===== src/rtl/turn_signal_input_stage.sv =====
// -----------------------------------------------------------------------------
// turn_signal_input_stage
//
// Front end of the turn-signal datapath. Each raw active-low button is
// synchronized, then debounced. The debounced set is priority-encoded into a
// single legal stimulus code. A divider produces the enable step clock.
//
// Ports:
//   clock        in   single clock, all state on its rising edge
//   reset        in   asynchronous, active-low reset
//   buttons[3:0] in   raw active-low buttons {LEFT, HAZARD, RESET, RIGHT}
//   stimulus[3:0]out  registered active-low code, at most one bit low
//   enable       out  registered square wave, sequencer steps on its fall
//   any_pressed  out  registered, high while any debounced button is pressed
// -----------------------------------------------------------------------------
module turn_signal_input_stage #(
  parameter int DEBOUNCE_CYCLES = 16,
  parameter int HALF_PERIOD     = 8,
  parameter int DB_W            = 5,
  parameter int DIV_W           = 4
) (
  input  logic       clock,
  input  logic       reset,
  input  logic [3:0] buttons,
  output logic [3:0] stimulus,
  output logic       enable,
  output logic       any_pressed
);

  localparam logic [DB_W-1:0]  DB_LAST  = DB_W'(DEBOUNCE_CYCLES - 1);
  localparam logic [DIV_W-1:0] DIV_LAST = DIV_W'(HALF_PERIOD - 1);

  // Divider states; the encoding equals the enable level it drives.
  localparam logic [0:0] IDLE_LOW  = 1'b0;
  localparam logic [0:0] IDLE_HIGH = 1'b1;

  localparam logic [3:0] STIM_LEFT   = 4'b0111;
  localparam logic [3:0] STIM_HAZARD = 4'b1011;
  localparam logic [3:0] STIM_RESET  = 4'b1101;
  localparam logic [3:0] STIM_RIGHT  = 4'b1110;
  localparam logic [3:0] STIM_IDLE   = 4'b1111;

  // ---------------------------------------------------------------------------
  // Two-flop synchronizer
  // ---------------------------------------------------------------------------
  logic [3:0] sync1_q;
  logic [3:0] sync_q;

  always_ff @(posedge clock or negedge reset) begin
    if (!reset) begin
      sync1_q <= 4'b1111;
      sync_q  <= 4'b1111;
    end else begin
      sync1_q <= buttons;
      sync_q  <= sync1_q;
    end
  end

  // ---------------------------------------------------------------------------
  // Per-bit debounce: a change is accepted only after it has been seen on
  // DEBOUNCE_CYCLES consecutive edges; any return to the stable level clears
  // the count.
  // ---------------------------------------------------------------------------
  logic [3:0] stable;

  for (genvar gi = 0; gi < 4; gi++) begin : g_debounce
    logic            stable_q;
    logic            stable_d;
    logic [DB_W-1:0] cnt_q;
    logic [DB_W-1:0] cnt_d;

    always_comb begin
      stable_d = stable_q;
      cnt_d    = '0;
      if (sync_q[gi] != stable_q) begin
        if (cnt_q == DB_LAST) begin
          stable_d = sync_q[gi];
        end else begin
          cnt_d = cnt_q + 1'b1;
        end
      end
    end

    always_ff @(posedge clock or negedge reset) begin
      if (!reset) begin
        stable_q <= 1'b1;
        cnt_q    <= '0;
      end else begin
        stable_q <= stable_d;
        cnt_q    <= cnt_d;
      end
    end

    assign stable[gi] = stable_q;
  end

  // ---------------------------------------------------------------------------
  // Priority encode: RESET > HAZARD > LEFT > RIGHT
  // ---------------------------------------------------------------------------
  logic [3:0] stimulus_q;
  logic [3:0] stimulus_d;
  logic       any_pressed_q;

  always_comb begin
    if (!stable[1])      stimulus_d = STIM_RESET;
    else if (!stable[2]) stimulus_d = STIM_HAZARD;
    else if (!stable[3]) stimulus_d = STIM_LEFT;
    else if (!stable[0]) stimulus_d = STIM_RIGHT;
    else                 stimulus_d = STIM_IDLE;
  end

  always_ff @(posedge clock or negedge reset) begin
    if (!reset) begin
      stimulus_q    <= STIM_IDLE;
      any_pressed_q <= 1'b0;
    end else begin
      stimulus_q    <= stimulus_d;
      any_pressed_q <= ~&stable;
    end
  end

  // ---------------------------------------------------------------------------
  // Enable divider. A stimulus change re-phases it so the first sequencer
  // step lands exactly HALF_PERIOD edges after the change; the re-phase wins
  // over a terminal-count toggle on the same edge.
  // ---------------------------------------------------------------------------
  logic [0:0]       state_q;
  logic [0:0]       state_d;
  logic [DIV_W-1:0] div_q;
  logic [DIV_W-1:0] div_d;
  logic             rephase;

  assign rephase = (stimulus_d != stimulus_q);

  always_comb begin
    state_d = state_q;
    div_d   = div_q + 1'b1;
    if (rephase) begin
      state_d = IDLE_HIGH;
      div_d   = '0;
    end else if (div_q == DIV_LAST) begin
      state_d = (state_q == IDLE_HIGH) ? IDLE_LOW : IDLE_HIGH;
      div_d   = '0;
    end
  end

  always_ff @(posedge clock or negedge reset) begin
    if (!reset) begin
      state_q <= IDLE_HIGH;
      div_q   <= '0;
    end else begin
      state_q <= state_d;
      div_q   <= div_d;
    end
  end

  assign stimulus    = stimulus_q;
  assign any_pressed = any_pressed_q;
  assign enable      = (state_q == IDLE_HIGH);

endmodule

===== config.mk =====
export PLATFORM = sky130hd
export DESIGN_NAME = turn_signal_input_stage
export DESIGN_NICKNAME = d
export VERILOG_FILES = /design/src/rtl/turn_signal_input_stage.sv
export SDC_FILE = /design/constraint.sdc
export NUM_CORES = 1
export LEC_CHECK = 0
export ABC_AREA = 1
export CAP_MARGIN = 0
export CELL_PAD_IN_SITES_DETAIL_PLACEMENT = 0
export CELL_PAD_IN_SITES_GLOBAL_PLACEMENT = 2
export CORE_UTILIZATION = 40
export DETAILED_ROUTE_END_ITERATION = 8
export PLACE_DENSITY_LB_ADDON = 0.1
export SLEW_MARGIN = 20
export SYNTH_ARGS = -nofsm -noshare
export SYNTH_HDL_FRONTEND = slang
export SYNTH_SLANG_ARGS = --single-unit

===== constraint.sdc =====
create_clock -name clock -period 3.2 [get_ports clock]
set_input_delay 0.48 -clock clock [delete_from_list [all_inputs] [get_ports clock]]
set_output_delay 0.48 -clock clock [all_outputs]
set_load 0.03 [all_outputs]

# --- After elaboration in Yosys (flattened, before gate mapping) ---
# Index checks and enable logic that the tools add are counted.
totals:
  in_bits: 6
  reg_bits: 42
  elab_cells: 53
  out_inout_bits: 6
classes:
  n_eq_ne: 10
  reduce_logical: 7
  add_sub_neg: 5
  n_mux: 17
op_table:
  columns: ["operator", "count"]
  rows:
  - ["2-to-1 mux 5 bit", 8]
  - ["adder 5 x 1 -> 5 bit, second input constant", 4]
  - ["== test 5 x 4 -> 1 bit, second input constant", 4]
  - ["2-to-1 mux 4 bit", 5]
  - ["AND reduction 2 bit", 4]
  - ["adder 4 x 1 -> 4 bit, second input constant", 1]
  - ["== test 4 x 3 -> 1 bit, second input constant", 1]
  - ["2-to-1 mux 1 bit", 4]
  - ["inequality test 1 bit", 4]
  - ["inequality test 4 bit", 1]
  - ["AND reduction 4 bit", 1]
  - ["nonzero test 2 bit", 1]
  - ["logical NOT 1 bit", 1]

# --- Logic depth before layout (Yosys ltp) ---
depth:
  depth_word: 6
  ltp_mapped: 7
  depth_no_buf: 7

# --- Worst setup path after synthesis ---
# No wires, ideal clock.
synth_path:
  kind: "reg2reg"
  startpoint: "reg g_debounce[1].stable_q"
  endpoint: "reg div_q[0]"
  period_less_slack_ns: 1.193
  required_ns: 3.128
  arrival_time_ns: 1.122
  stages_incl_launch_ff: 8
  setup_ns: 0.072
  path_slack_ns: 2.007
  n_path_buf: 1
  path_cell_list: "dfstp_2 -> buf_4 -> nand2_2 -> nor2_2 -> nand3_2 -> nand2_2 -> nand3_2 -> nor2_1"
synth_via:
  elab_chain_len: 3
synth_lines:
  columns: ["item", "line_no", "source"]
  rows:
  - ["start: declaration", "67", "logic stable_q;"]
  - ["start signal: assignment", "89", "stable_q <= stable_d;"]
  - ["2-to-1 mux 4 bit", "105", "if (!stable[1]) stimulus_d = STIM_RESET;"]
  - ["inequality test 4 bit", "133", "assign rephase = (stimulus_d != stimulus_q);"]
  - ["2-to-1 mux 4 bit", "138", "if (rephase) begin"]
  - ["via div_d[0]", "130", "logic [DIV_W-1:0] div_d;"]
  - ["end signal: assignment", "153", "div_q <= div_d;"]
  - ["end: declaration", "129", "logic [DIV_W-1:0] div_q;"]
# The timed path passes the listed nets, and every way through them passes these cells.
# A chain may end at the register's enable or synchronous reset.

# --- Worst setup path after layout ---
layout_path:
  startpoint: "reg stimulus_q[1] (netlist: stimulus[1])"
  endpoint: "out stimulus[1]"
layout_rtl:
  columns: ["item", "line_no", "source"]
  rows:
  - ["start: declaration", "100", "logic [3:0] stimulus_q;"]
  - ["start signal: assignment", "117", "stimulus_q <= stimulus_d;"]
  - ["end: declaration", "25", "output logic [3:0] stimulus,"]
# No word-level cell between the ends.

==> impl_metrics.py <==
metrics = {
    "hold_path": {
        "worst_hold_path_type": "in2async",
    },
    "pwr": {
        "power.sequential.fraction_pct": 55.2,
        "share_of_total_power_consumed_by_net_switching_pct": 23.2,
        "ir_drop_uv": 232,
        "p_int_w": 0.000845,
        "share_clk_of_total_power_pct": 35.2,
        "finalPower_w": 0.00110,
        "power.density_cell_area_nw_per_um2": 548,
        "switching_power_w": 0.000254,
        "cellLeakagePower_nw": 0.916,
        "power.share.combinational_pct": 9.7,
    },
    "global_route": {
        "first_global_vias": 1086,
        "global_route.overflow_total": 0,
        "largest_net_degree_at_the_start_of_global_routing": 43,
        "initial_antenna_violation_count": 0,
        "grt_pass1_wl_mm": 4.60,
        "global_route.usage.total_pct": 14.6,
    },
    "final_layout": {
        "regArea_um2": 1070,
        "num-nets-final": 197,
        "fillers": 403,
        "number_of_antenna_diodes": 0,
        "layout.cells.most_common_list": "29 x sky130_fd_sc_hd__nor2_1, 25 x sky130_fd_sc_hd__nand2_1, 25 x sky130_fd_sc_hd__dfrtp_1",
        "layout_commonest_cell": "sky130_fd_sc_hd__nor2_1",
        "areaGrowthSynthToFinish_pct": 15.6,
        "area_of_combinational_cells_with_multiple_inputs_um2": 584,
        "drive_above_1_share_pct": 18.7,
    },
    "sta": {
        "timing.final.hold_violations": 0,
        "setup_viol": 0,
        "layout_worst_path_cycle_share_pct": 62.7,
        "timing.fmax_ghz": 0.498,
        "slew_headroom_pct": 40.8,
        "tightest_slew_ns": 0.888,
        "final_count_of_pins_violating_max_slew": 0,
        "timing.setup.tns_ns": 0,
        "worst_setup_skew_after_layout_ns": 0.00109,
        "final_period_minus_worst_setup_slack_ns": 2.01,
        "rsz0062_at_grt": "false",
    },
    "clock_network": {
        "inserted_clock_buffers": 5,
        "htreeDepth": 2,
        "number_of_post_cts_setup_repair_buffers": 0,
        "postCtsHoldBufs": 0,
        "clock_path_buffers": 2,
        "clkLatencyLatePin_ns": 0.29,
        "clock-sinks": 42,
        "clock_tree.root_cell": "sky130_fd_sc_hd__clkbuf_8",
        "cts_tree": "done",
        "post_cts_resized": 0,
        "path_clk_slew_ns": 0.07,
    },
    "drt": {
        "drt-total-wl_mm": 2.59,
        "wire_per_inst_um": 10.9,
        "routed-wl-met2_mm": 1.29,
        "detail-route-antenna-nets": 0,
        "drcViolationCount": 0,
        "initialDrtViolationCount": 39,
        "routed.top_layer": "met4",
        "routed_metal_1_wire_length_mm": 1.16,
        "firstDrtPassIters": 4,
        "met3_routed_wirelength_um": 96,
        "detailroute.via_count": 1097,
        "detail_route.vias_per_cell": 4.63,
    },
    "synthesis": {
        "synth.avg_cell_area_um2": 10.3,
        "synth_top_cell_area_share_pct": 36.0,
        "synth_sequential_area_ratio_pct": 61.8,
        "synth.yosys.warnings": 0,
        "synth-seq-cells": 42,
        "synth_largest_area_cell": "sky130_fd_sc_hd__dfrtp_1",
        "syn-instance-count": 169,
        "ys_types": 20,
        "netlist_area_um2": 1740,
        "synth.net_count": 180,
        "synth.area.top_cells": "sky130_fd_sc_hd__dfrtp_1 36%, sky130_fd_sc_hd__dfstp_2 26%, sky130_fd_sc_hd__nor2_1 6.3%",
    },
    "worst_setup_path": {
        "r2r.worst_path.cells": 6,
        "r2r_start": "g_debounce[1].stable_q",
        "crit_fanout": 3,
        "endpoint_kind": "output pin",
        "criticalPathCategory": "reg2out",
        "critical_path_buf_inv_count": 1,
        "worstReg2RegEnd": "div_q[3]",
        "critPathSlowestCell": "sky130_fd_sc_hd__clkdlybuf4s50_1",
        "r2r_setup_slack_ns": 1.87,
        "cpLargestDelayFamily": "buffers and inverters",
        "cp_slowest_stage_delay_ns": 0.67,
        "worst-path-stages": 1,
        "worstPathCellList": "clkdlybuf4s50_1",
        "crit_arrival_ns": 1.53,
        "start_kind": "flop",
        "critPathRequiredTime_ns": 2.72,
    },
    "flow_run": {
        "drv.max_cap_violation_count": 0,
    },
    "die": {
        "die_area_um2": 4610,
        "design.core.area_um2": 4090,
        "floorplan.io_pins": 12,
        "chipWidth_um": 67.9,
        "row_count": 23,
        "initial_core_utilization_pct": 42.5,
        "dieHeight_um": 67.9,
    },
    "placement": {
        "dp_hpwl_mm": 1.91,
        "numPortBuffers": 11,
        "gp_congestion": 0.656,
    },
    "status": {
        "result_of_the_run": "complete, no violations",
    },
}
==> cell usage after synthesis, drive strengths merged <==
cell and n:
a21oi 3, xnor2 7, nor3 4, dfstp 17
nand3 14, nand2b 4, inv 18, buf 1
ha 5, nor2 31, xor2 5, nor3b 4
clkinv 1, nand4 2, dfrtp 25, nand2 28
==> flip-flops by register name (all words and copies together) (netlist names) <==
register / flops
div_q: 4
sync_q: 4
g_debounce.cnt_q: 20
enable: 1
sync1_q: 4
g_debounce.stable_q: 4
stimulus: 4
any_pressed: 1
==> kinds of logic (layout without fill, tap and decap cells) <==
logic type / Yosys count / in the layout / share of synthesized area [%]
and+or+nand+nor: 87 / 87 / 23.1
xor gates and xnor gates: 12 / 12 / 6.06
adders and majority gates: 5 / 5 / 3.60
DFF: 42 / 42 / 61.8
AOI/OAI and AO/OA: 3 / 3 / 0.865
buffers and inverters: 20 / 38 / 4.54
==> power by group through the flow <==
stage	Combinational, W	Clock, W	Sequential, W
floorplan	0.0000568	0	0.000624
global placement	0.000107	0	0.000613
detailed placement	0.000109	0	0.000617
CTS	0.000109	0.000407	0.000607
global route	0.000121	0.000432	0.000612
finish	0.000106	0.000386	0.000606
==> final cells by class <==
cell class / instances / area share (%)
inverter: 19 / 3.56
multi-input combinational: 107 / 29.1
timing repair buffer: 11 / 5.24
clock buffer: 8 / 5.49
tap: 50 / 3.12
sequential: 42 / 53.5
==> worst max-delay path by stage <==
stage / from / endpoint
2_1_floorplan: g_debounce[1].stable_q / div_q[0]
3_3_place_gp: stimulus[1] / stimulus[1]
3_5_place_dp: stimulus[1] / stimulus[1]
4_1_cts: stimulus[1] / stimulus[1]
5_1_grt: stimulus[1] / stimulus[1]
6_report: stimulus[1] / stimulus[1]
==> routing by layer <==
layer | up-vias | track usage [%]
met2 | 18 | 23.6
met3 | 5 | 5.50
met4 | 0 | 8.59
met5 | - | 0
li1 | 563 | -
met1 | 511 | 16.5
==> stage by stage <==
stage / util (%) / hold slack (ns) / setup slack, ns / instance area [um2] / std cells
after detailed placement: 46.4 / 0.348 / 1.51 / 1900 / 229
final: 49.1 / 0.300 / 1.19 / 2010 / 237
after global placement: 46.4 / 0.347 / 1.52 / 1900 / 229
after floorplan: - / 0.184 / 2.01 / 1740 / 169
after global routing: 49.1 / 0.361 / 1.13 / 2010 / 237
after CTS: 49.1 / 0.342 / 1.17 / 2010 / 237
Note: power is estimated with default switching activity, not from simulation.
